<file path="src/rtl/uart_frame_receiver_pkg.sv">
// Shared definitions for the UART receive path (also used by the transmit-side blocks).
package uart_frame_receiver_pkg;

    // Oversampling factor of the bit-timing tick relative to the baud rate.
    localparam int OVERSAMPLE = 16;

    // Tick-counter positions within one bit period.
    localparam logic [3:0] TICK_VOTE_A = 4'd7;
    localparam logic [3:0] TICK_VOTE_B = 4'd8;
    localparam logic [3:0] TICK_VOTE_C = 4'd9;
    localparam logic [3:0] TICK_LAST   = 4'd15;

    localparam logic [2:0] LAST_DATA_BIT = 3'd7;

    typedef enum logic [2:0] {
        ST_IDLE      = 3'd0,
        ST_START     = 3'd1,
        ST_DATA      = 3'd2,
        ST_STOP      = 3'd3,
        ST_WAIT_IDLE = 3'd4
    } rx_state_t;

    // 2-of-3 vote over the three mid-bit samples.
    function automatic logic majority3(input logic a, input logic b, input logic c);
        return (a & b) | (a & c) | (b & c);
    endfunction

endpackage

</file>
<file path="src/rtl/uart_frame_receiver_if.sv">
// Serial line and received-byte signals of the UART frame receiver.
// master: the receiver (samples rxd, drives the result signals).
// slave : line driver / byte consumer.
interface uart_frame_receiver_if;

    logic       rxd;
    logic [7:0] rx_data;
    logic       rx_ready;
    logic       frame_err;
    logic       rx_busy;

    modport master (
        input  rxd,
        output rx_data,
        output rx_ready,
        output frame_err,
        output rx_busy
    );

    modport slave (
        output rxd,
        input  rx_data,
        input  rx_ready,
        input  frame_err,
        input  rx_busy
    );

endinterface

</file>
<file path="src/rtl/uart_frame_receiver_baud_tick_gen.sv">
// Phase-accumulator tick generator: emits FACTOR ticks per bit period on average.
// The accumulator adds FACTOR*BAUD every clock and wraps at CLK_FREQ, so the tick
// rate is exact over time without needing an integer clock divider.
module baud_tick_gen #(
    parameter int CLK_FREQ = 25000000,
    parameter int BAUD     = 115200,
    parameter int FACTOR   = 16
) (
    input  logic clk,
    input  logic rst_n,
    input  logic clear,
    output logic tick
);

    localparam logic [32:0] INC   = 33'(longint'(FACTOR) * longint'(BAUD));
    localparam logic [32:0] LIMIT = 33'(longint'(CLK_FREQ));

    logic [31:0] acc;
    logic [32:0] sum;

    // One bit of headroom so the compare cannot be fooled by a wrap.
    always_comb begin
        sum = {1'b0, acc} + INC;
    end

    // Accumulate; on overflow past CLK_FREQ keep the remainder and pulse tick.
    always_ff @(posedge clk or negedge rst_n) begin
        if (!rst_n) begin
            acc  <= '0;
            tick <= 1'b0;
        end else if (clear) begin
            acc  <= '0;
            tick <= 1'b0;
        end else if (sum >= LIMIT) begin
            acc  <= 32'(sum - LIMIT);
            tick <= 1'b1;
        end else begin
            acc  <= sum[31:0];
            tick <= 1'b0;
        end
    end

endmodule

</file>
<file path="src/rtl/uart_frame_receiver.sv">
// 8N1 UART receiver with 16x oversampling and 2-of-3 mid-bit voting.
//
// state     | meaning
// ----------+-----------------------------------------------------------
// IDLE      | line idle, waiting for a synchronized 1->0 edge
// START     | confirming start bit at mid-bit; high there = glitch
// DATA      | voting and shifting in 8 data bits, LSB first
// STOP      | voting the stop bit; high = byte out, low = framing error
// WAIT_IDLE | after a framing error, waiting for the line to go high
module uart_frame_receiver
    import uart_frame_receiver_pkg::*;
#(
    parameter int CLK_FREQ = 25000000,
    parameter int BAUD     = 115200
) (
    input  logic                   clk,
    input  logic                   rst_n,
    uart_frame_receiver_if.master  bus
);

    rx_state_t   state;
    rx_state_t   state_n;

    logic [1:0]  sync_q;
    logic        rxd_s;
    logic        rxd_d;
    logic        start_edge;

    logic        tick;
    logic [3:0]  tick_cnt;
    logic [2:0]  bit_cnt;
    logic [1:0]  samp;
    logic [7:0]  shreg;

    logic [7:0]  data_q;
    logic        ready_q;
    logic        ferr_q;

    logic        tick_mid;
    logic        tick_vote;
    logic        tick_wrap;
    logic        maj;
    logic        cnt_clr;
    logic        shift_en;
    logic        load_data;
    logic        ready_n;
    logic        ferr_n;

    assign rxd_s      = sync_q[1];
    assign start_edge = rxd_d & ~rxd_s;
    assign tick_mid   = tick && (tick_cnt == TICK_VOTE_A);
    assign tick_vote  = tick && (tick_cnt == TICK_VOTE_C);
    assign tick_wrap  = tick && (tick_cnt == TICK_LAST);

    baud_tick_gen #(
        .CLK_FREQ (CLK_FREQ),
        .BAUD     (BAUD),
        .FACTOR   (OVERSAMPLE)
    ) u_tick_gen (
        .clk   (clk),
        .rst_n (rst_n),
        .clear (cnt_clr),
        .tick  (tick)
    );

    // Two-flop synchronizer plus one delay flop for edge detection; idle-high reset.
    always_ff @(posedge clk or negedge rst_n) begin
        if (!rst_n) begin
            sync_q <= 2'b11;
            rxd_d  <= 1'b1;
        end else begin
            sync_q <= {sync_q[0], bus.rxd};
            rxd_d  <= rxd_s;
        end
    end

    // State register.
    always_ff @(posedge clk or negedge rst_n) begin
        if (!rst_n) begin
            state <= ST_IDLE;
        end else begin
            state <= state_n;
        end
    end

    // Next-state and datapath strobes. The tick counter is not reset at mid-start:
    // letting it run to its wrap keeps count 0 on each bit boundary, so the
    // 7/8/9 votes of every later bit fall in the middle of that bit.
    always_comb begin
        state_n   = state;
        cnt_clr   = 1'b0;
        shift_en  = 1'b0;
        load_data = 1'b0;
        ready_n   = 1'b0;
        ferr_n    = 1'b0;
        maj       = majority3(samp[0], samp[1], rxd_s);
        case (state)
            ST_IDLE: begin
                if (start_edge) begin
                    state_n = ST_START;
                    cnt_clr = 1'b1;
                end
            end
            ST_START: begin
                if (tick_mid && rxd_s) begin
                    state_n = ST_IDLE;
                end else if (tick_wrap) begin
                    state_n = ST_DATA;
                end
            end
            ST_DATA: begin
                shift_en = tick_vote;
                if (tick_wrap && (bit_cnt == LAST_DATA_BIT)) begin
                    state_n = ST_STOP;
                end
            end
            ST_STOP: begin
                // Leaving at mid-stop gives half a bit of margin for the next start edge.
                if (tick_vote) begin
                    if (maj) begin
                        load_data = 1'b1;
                        ready_n   = 1'b1;
                        state_n   = ST_IDLE;
                    end else begin
                        ferr_n    = 1'b1;
                        state_n   = ST_WAIT_IDLE;
                    end
                end
            end
            ST_WAIT_IDLE: begin
                if (rxd_s) begin
                    state_n = ST_IDLE;
                end
            end
            default: begin
                state_n = ST_IDLE;
            end
        endcase
    end

    // Tick and bit counters; both restart on an accepted start edge.
    always_ff @(posedge clk or negedge rst_n) begin
        if (!rst_n) begin
            tick_cnt <= '0;
            bit_cnt  <= '0;
        end else if (cnt_clr) begin
            tick_cnt <= '0;
            bit_cnt  <= '0;
        end else if (tick) begin
            tick_cnt <= tick_cnt + 4'd1;
            if ((state == ST_DATA) && (tick_cnt == TICK_LAST)) begin
                bit_cnt <= bit_cnt + 3'd1;
            end
        end
    end

    // Hold the first two votes; the third is taken live at tick 9.
    always_ff @(posedge clk or negedge rst_n) begin
        if (!rst_n) begin
            samp <= '0;
        end else if (tick) begin
            if (tick_cnt == TICK_VOTE_A) begin
                samp[0] <= rxd_s;
            end
            if (tick_cnt == TICK_VOTE_B) begin
                samp[1] <= rxd_s;
            end
        end
    end

    // LSB-first shift: each voted bit enters at the top.
    always_ff @(posedge clk or negedge rst_n) begin
        if (!rst_n) begin
            shreg <= '0;
        end else if (shift_en) begin
            shreg <= {maj, shreg[7:1]};
        end
    end

    // Registered outputs: byte hold register and the two single-cycle pulses.
    always_ff @(posedge clk or negedge rst_n) begin
        if (!rst_n) begin
            data_q  <= '0;
            ready_q <= 1'b0;
            ferr_q  <= 1'b0;
        end else begin
            ready_q <= ready_n;
            ferr_q  <= ferr_n;
            if (load_data) begin
                data_q <= shreg;
            end
        end
    end

    assign bus.rx_data   = data_q;
    assign bus.rx_ready  = ready_q;
    assign bus.frame_err = ferr_q;
    assign bus.rx_busy   = (state != ST_IDLE);

endmodule
</file>
<file path="src/flat_wrapper.sv">
// flat-port wrapper written by rule: the top's interface ports become plain ports
module uart_frame_receiver_flat import uart_frame_receiver_pkg::*;
#(
    parameter int CLK_FREQ = 25000000,
    parameter int BAUD     = 115200
)
  (clk, rst_n, bus_rxd, bus_rx_data, bus_rx_ready, bus_frame_err, bus_rx_busy);
  uart_frame_receiver_if bus_i ();
  input  logic clk;
  input  logic rst_n;
  input wire logic [$bits(bus_i.rxd)-1:0] bus_rxd;
  output wire logic [$bits(bus_i.rx_data)-1:0] bus_rx_data;
  output wire logic [$bits(bus_i.rx_ready)-1:0] bus_rx_ready;
  output wire logic [$bits(bus_i.frame_err)-1:0] bus_frame_err;
  output wire logic [$bits(bus_i.rx_busy)-1:0] bus_rx_busy;
  assign bus_i.rxd = bus_rxd;
  assign bus_rx_data = bus_i.rx_data;
  assign bus_rx_ready = bus_i.rx_ready;
  assign bus_frame_err = bus_i.frame_err;
  assign bus_rx_busy = bus_i.rx_busy;
  uart_frame_receiver #(.CLK_FREQ(CLK_FREQ), .BAUD(BAUD)) u_core (.clk(clk), .rst_n(rst_n), .bus(bus_i));
endmodule
</file>
<file path="config.mk">
export PLATFORM = sky130hd
export DESIGN_NAME = uart_frame_receiver_flat
export DESIGN_NICKNAME = d
export VERILOG_FILES = /design/src/rtl/uart_frame_receiver_pkg.sv /design/src/rtl/uart_frame_receiver_if.sv /design/src/rtl/uart_frame_receiver_baud_tick_gen.sv /design/src/rtl/uart_frame_receiver.sv /design/src/flat_wrapper.sv
export SDC_FILE = /design/constraint.sdc
export NUM_CORES = 1
export LEC_CHECK = 0
export BUFFER_PORTS_ARGS = -buffer_cell sky130_fd_sc_hd__buf_2
export CORE_MARGIN = 1
export CORE_UTILIZATION = 30
export CTS_BUF_LIST = sky130_fd_sc_hd__clkbuf_8 sky130_fd_sc_hd__clkbuf_16
export DETAILED_ROUTE_END_ITERATION = 8
export SETUP_SLACK_MARGIN = 0.1
export SLEW_MARGIN = 10
export SYNTH_ARGS = -nofsm -noshare
export SYNTH_HDL_FRONTEND = slang
export SYNTH_SLANG_ARGS = --single-unit
</file>
<file path="constraint.sdc">
create_clock -name clk -period 3.2 [get_ports clk]
set_clock_uncertainty 0.05 [all_clocks]
set_input_delay 0.16 -clock clk [delete_from_list [all_inputs] [get_ports clk]]
set_output_delay 0.16 -clock clk [all_outputs]
set_load 0.005 [all_outputs]
</file>
==> flow_summary.json <==
{
  "crit_type": "flop to flop",
  "die_w_um": 113.7,
  "synth_compound_area_share_pct": 13.14,
  "synth_cells": 413,
  "dieArea_um2": 12930,
  "drv_slew": 0,
  "ir_drop_uv": 402.2,
  "clock_path_buffers": 2,
  "path_max_fanout": 11,
  "async_reset_ff_share_pct": 100.0,
  "clock_latency_ps": 330,
  "rsz0062_at_grt": "false",
  "synth_warnings": 0,
  "p_leak_nw": 2.029,
  "crit_arrival_ps": 3130,
  "syn_avg_cell_area_um2": 9.064,
  "drtAntennaViolNets": 0,
  "grt_use_total_pct": 13.46,
  "nNetsFinal": 449,
  "syn_area_um2": 3744,
  "clock-sinks": 60,
  "maxSlewHeadroom_pct": 33.26,
  "worstPathRequired_ps": 3410,
  "setup_viol": 0,
  "layout_commonest_cell": "dfrtp_1",
  "drcViolationCount": 0,
  "area_growth_pct": 18.88,
  "layout-drive-gt1-share_pct": 20.59,
  "dp_hpwl_mm": 5.558,
  "diodes": 0,
  "ys.flop_type": "dfrtp_1",
  "cts-buffers-inserted": 9,
  "grt_max_degree": 46,
  "io_pins": 14,
  "routabilityCongestion": 0.8986,
  "overflow": 0,
  "final_hold_viol_count": 0,
  "synthMuxAreaShare_pct": 3.509,
  "ys_types": 68,
  "initial_core_util_pct": 30.91,
  "rows": 40,
  "drt_iter0_markers": 162,
  "crit_slowest_cell": "a311o_1",
  "p_per_area_nw_per_um2": 1067,
  "fmax_mhz": 342.0,
  "crit_path_start_kind": "flop",
  "drt-pass1-iter-count": 4,
  "synth_fa_ha_area_share_pct": 3.275,
  "core_area_um2": 12110,
  "path_clk_slew_ps": 60,
  "wl_per_cell_um": 13.05,
  "path_cells": "ha_1, buf_4, nand4_1, buf_4, nor2_1, a311o_1, and4_1, a31o_2, nand4b_4, a311o_1, a21o_1, a21oi_2",
  "cts_root_buffer": "clkbuf_16",
  "routed_wirelength_mm": 7.958,
  "grt_pass1_wl_mm": 13.94,
  "htree_levels": 3,
  "worst_slew_pin_slew_ps": 1001,
  "place_ws_ps": 176.3,
  "dieHeight_um": 113.7,
  "grt_pass1_vias": 2993,
  "cap_violations": 0,
  "ys_ff_latch": 60,
  "routed_via_density": 4.897,
  "synth_fp_nets": 425,
  "end_kind": "flop",
  "grt_antenna_before_repair": 0,
  "synth_top_family_by_area": "simple AND/OR/NAND/NOR gates",
  "synth_edf_count": 0,
  "hold_class": "flop to flop",
  "synth_xor_area_share_pct": 9.559,
  "portBuffers": 13,
  "synth_simple_gate_area_share_pct": 25.70,
  "timing.final.ws_setup_ps": 276.2,
  "tns_ps": 0,
  "vias": 2987,
  "fin_crit_sh_pct": 91.37,
  "max_stage_delay_ps": 400,
  "final_cell_mix": "57 x dfrtp_1, 56 x nand2_1, 55 x nor2_1",
  "status": "completed",
  "ys_seq_area_share_pct": 40.21,
  "cts_tree": "done",
  "timing.final.crit_period_ps": 2924
}
kinds of logic after synthesis:
| kind of cell | after synthesis |
|---|---|
| buf+inv | 38 |
| simple gates | 185 |
| compound gates | 68 |
| mux | 12 |
| flops | 60 |
| xor+xnor | 40 |
| fa+ha+maj | 10 |
per-stage QoR:
step / util (%) / hold slack (ps) / total power [W] / std cells / instance area [µm²]
3_3_place_gp: 33.51 / 215.7 / 0.003615 / 591 / 4059
5_1_grt: 36.75 / 314.7 / 0.005129 / 610 / 4451
4_1_cts: 36.16 / 305.4 / 0.004673 / 609 / 4379
6_report: 36.75 / 306.5 / 0.004748 / 610 / 4451
2_1_floorplan: - / -185.6 / 0.003123 / 413 / 3744
3_5_place_dp: 33.51 / 217.9 / 0.003661 / 591 / 4059
worst max-delay path: cells and delay by family, from the launching register on:
family / cells / cell delay [ps]
AO/OA/AOI/OAI: 5 / 1250
adder cells (fa/ha/maj): 1 / 240
buffers and inverters: 2 / 330
flip-flops: 1 / 380
AND/OR/NAND/NOR: 4 / 600
flip-flops by register name (all words and copies together), names as in the netlist:
register,flops
u_core.bit_cnt,3
u_core.bus.frame_err,1
u_core.bus.rx_data,8
u_core.bus.rx_ready,1
u_core.rxd_d,1
u_core.samp,2
u_core.shreg,8
u_core.state,3
u_core.sync_q,2
u_core.tick_cnt,4
u_core.u_tick_gen.acc,26
u_core.u_tick_gen.tick,1
cells in the mapped netlist (4+ instances only):
master,instances,area (µm²)
a21oi_1,11,55.05
ha_1,9,112.6
nor2_1,55,206.5
a21o_1,6,45.04
buf_2,5,25.02
o21ai_0,17,85.08
nor3_1,6,30.03
xor2_1,12,105.1
xnor2_1,27,236.5
clkbuf_1,14,52.55
inv_1,14,52.55
nand3_1,22,110.1
nand2_1,56,210.2
nand4_1,6,37.54
and3_1,7,43.79
mux2_2,9,101.4
dfrtp_1,57,1426
or3_1,4,25.02
final cells by class:
type	instances	area, µm²
Fill cell	1221	7661
Multi-Input combinational cell	315	2136
Sequential cell	60	1505
Timing Repair Buffer	36	242.7
Clock buffer	9	225.2
Tap cell	168	210.2
Clock inverter	7	75.07
Inverter	15	56.30
routing by layer:
metal / global-route usage [%] / share of wire [%] / vias up
li1: - / - / 1476
met1: 17.47 / 48 / 1445
met2: 21.50 / 47 / 52
met3: 2.604 / 3.0 / 14
met4: 6.491 / 2.4 / 0
met5: 0 / 0 / -
path summary, 6_finish.rpt:
kind | from | end | slack (ps) | cells after the start
max | u_core.u_tick_gen.acc[13] | u_core.u_tick_gen.acc[19] | 280 | 12
min | u_core.sync_q[0] | u_core.sync_q[1] | 310 | 0
max reg2reg | u_core.u_tick_gen.acc[13] | u_core.u_tick_gen.acc[19] | 280 | 12
min reg2reg | u_core.sync_q[0] | u_core.sync_q[1] | 310 | 0
max in group asynchronous | rst_n | u_core.u_tick_gen.acc[6] | 1790 | 3
min in group asynchronous | rst_n | u_core.bus.rx_ready | 510 | 2
power by group:
group,switching [W],leakage [nW],internal [W]
registers,0.000319,0.763,0.00102
clock network,0.000375,0.150,0.000606
logic,0.00132,1.12,0.00111
timing repair:
action,in CTS,in global routing
buffers inserted,0,1
hold buffers,2,0
setup endpoints to repair,0,11
endpoints found under the hold margin,35,0
resized for setup,0,13
No activity file was read; power rests on OpenSTA's default activity.
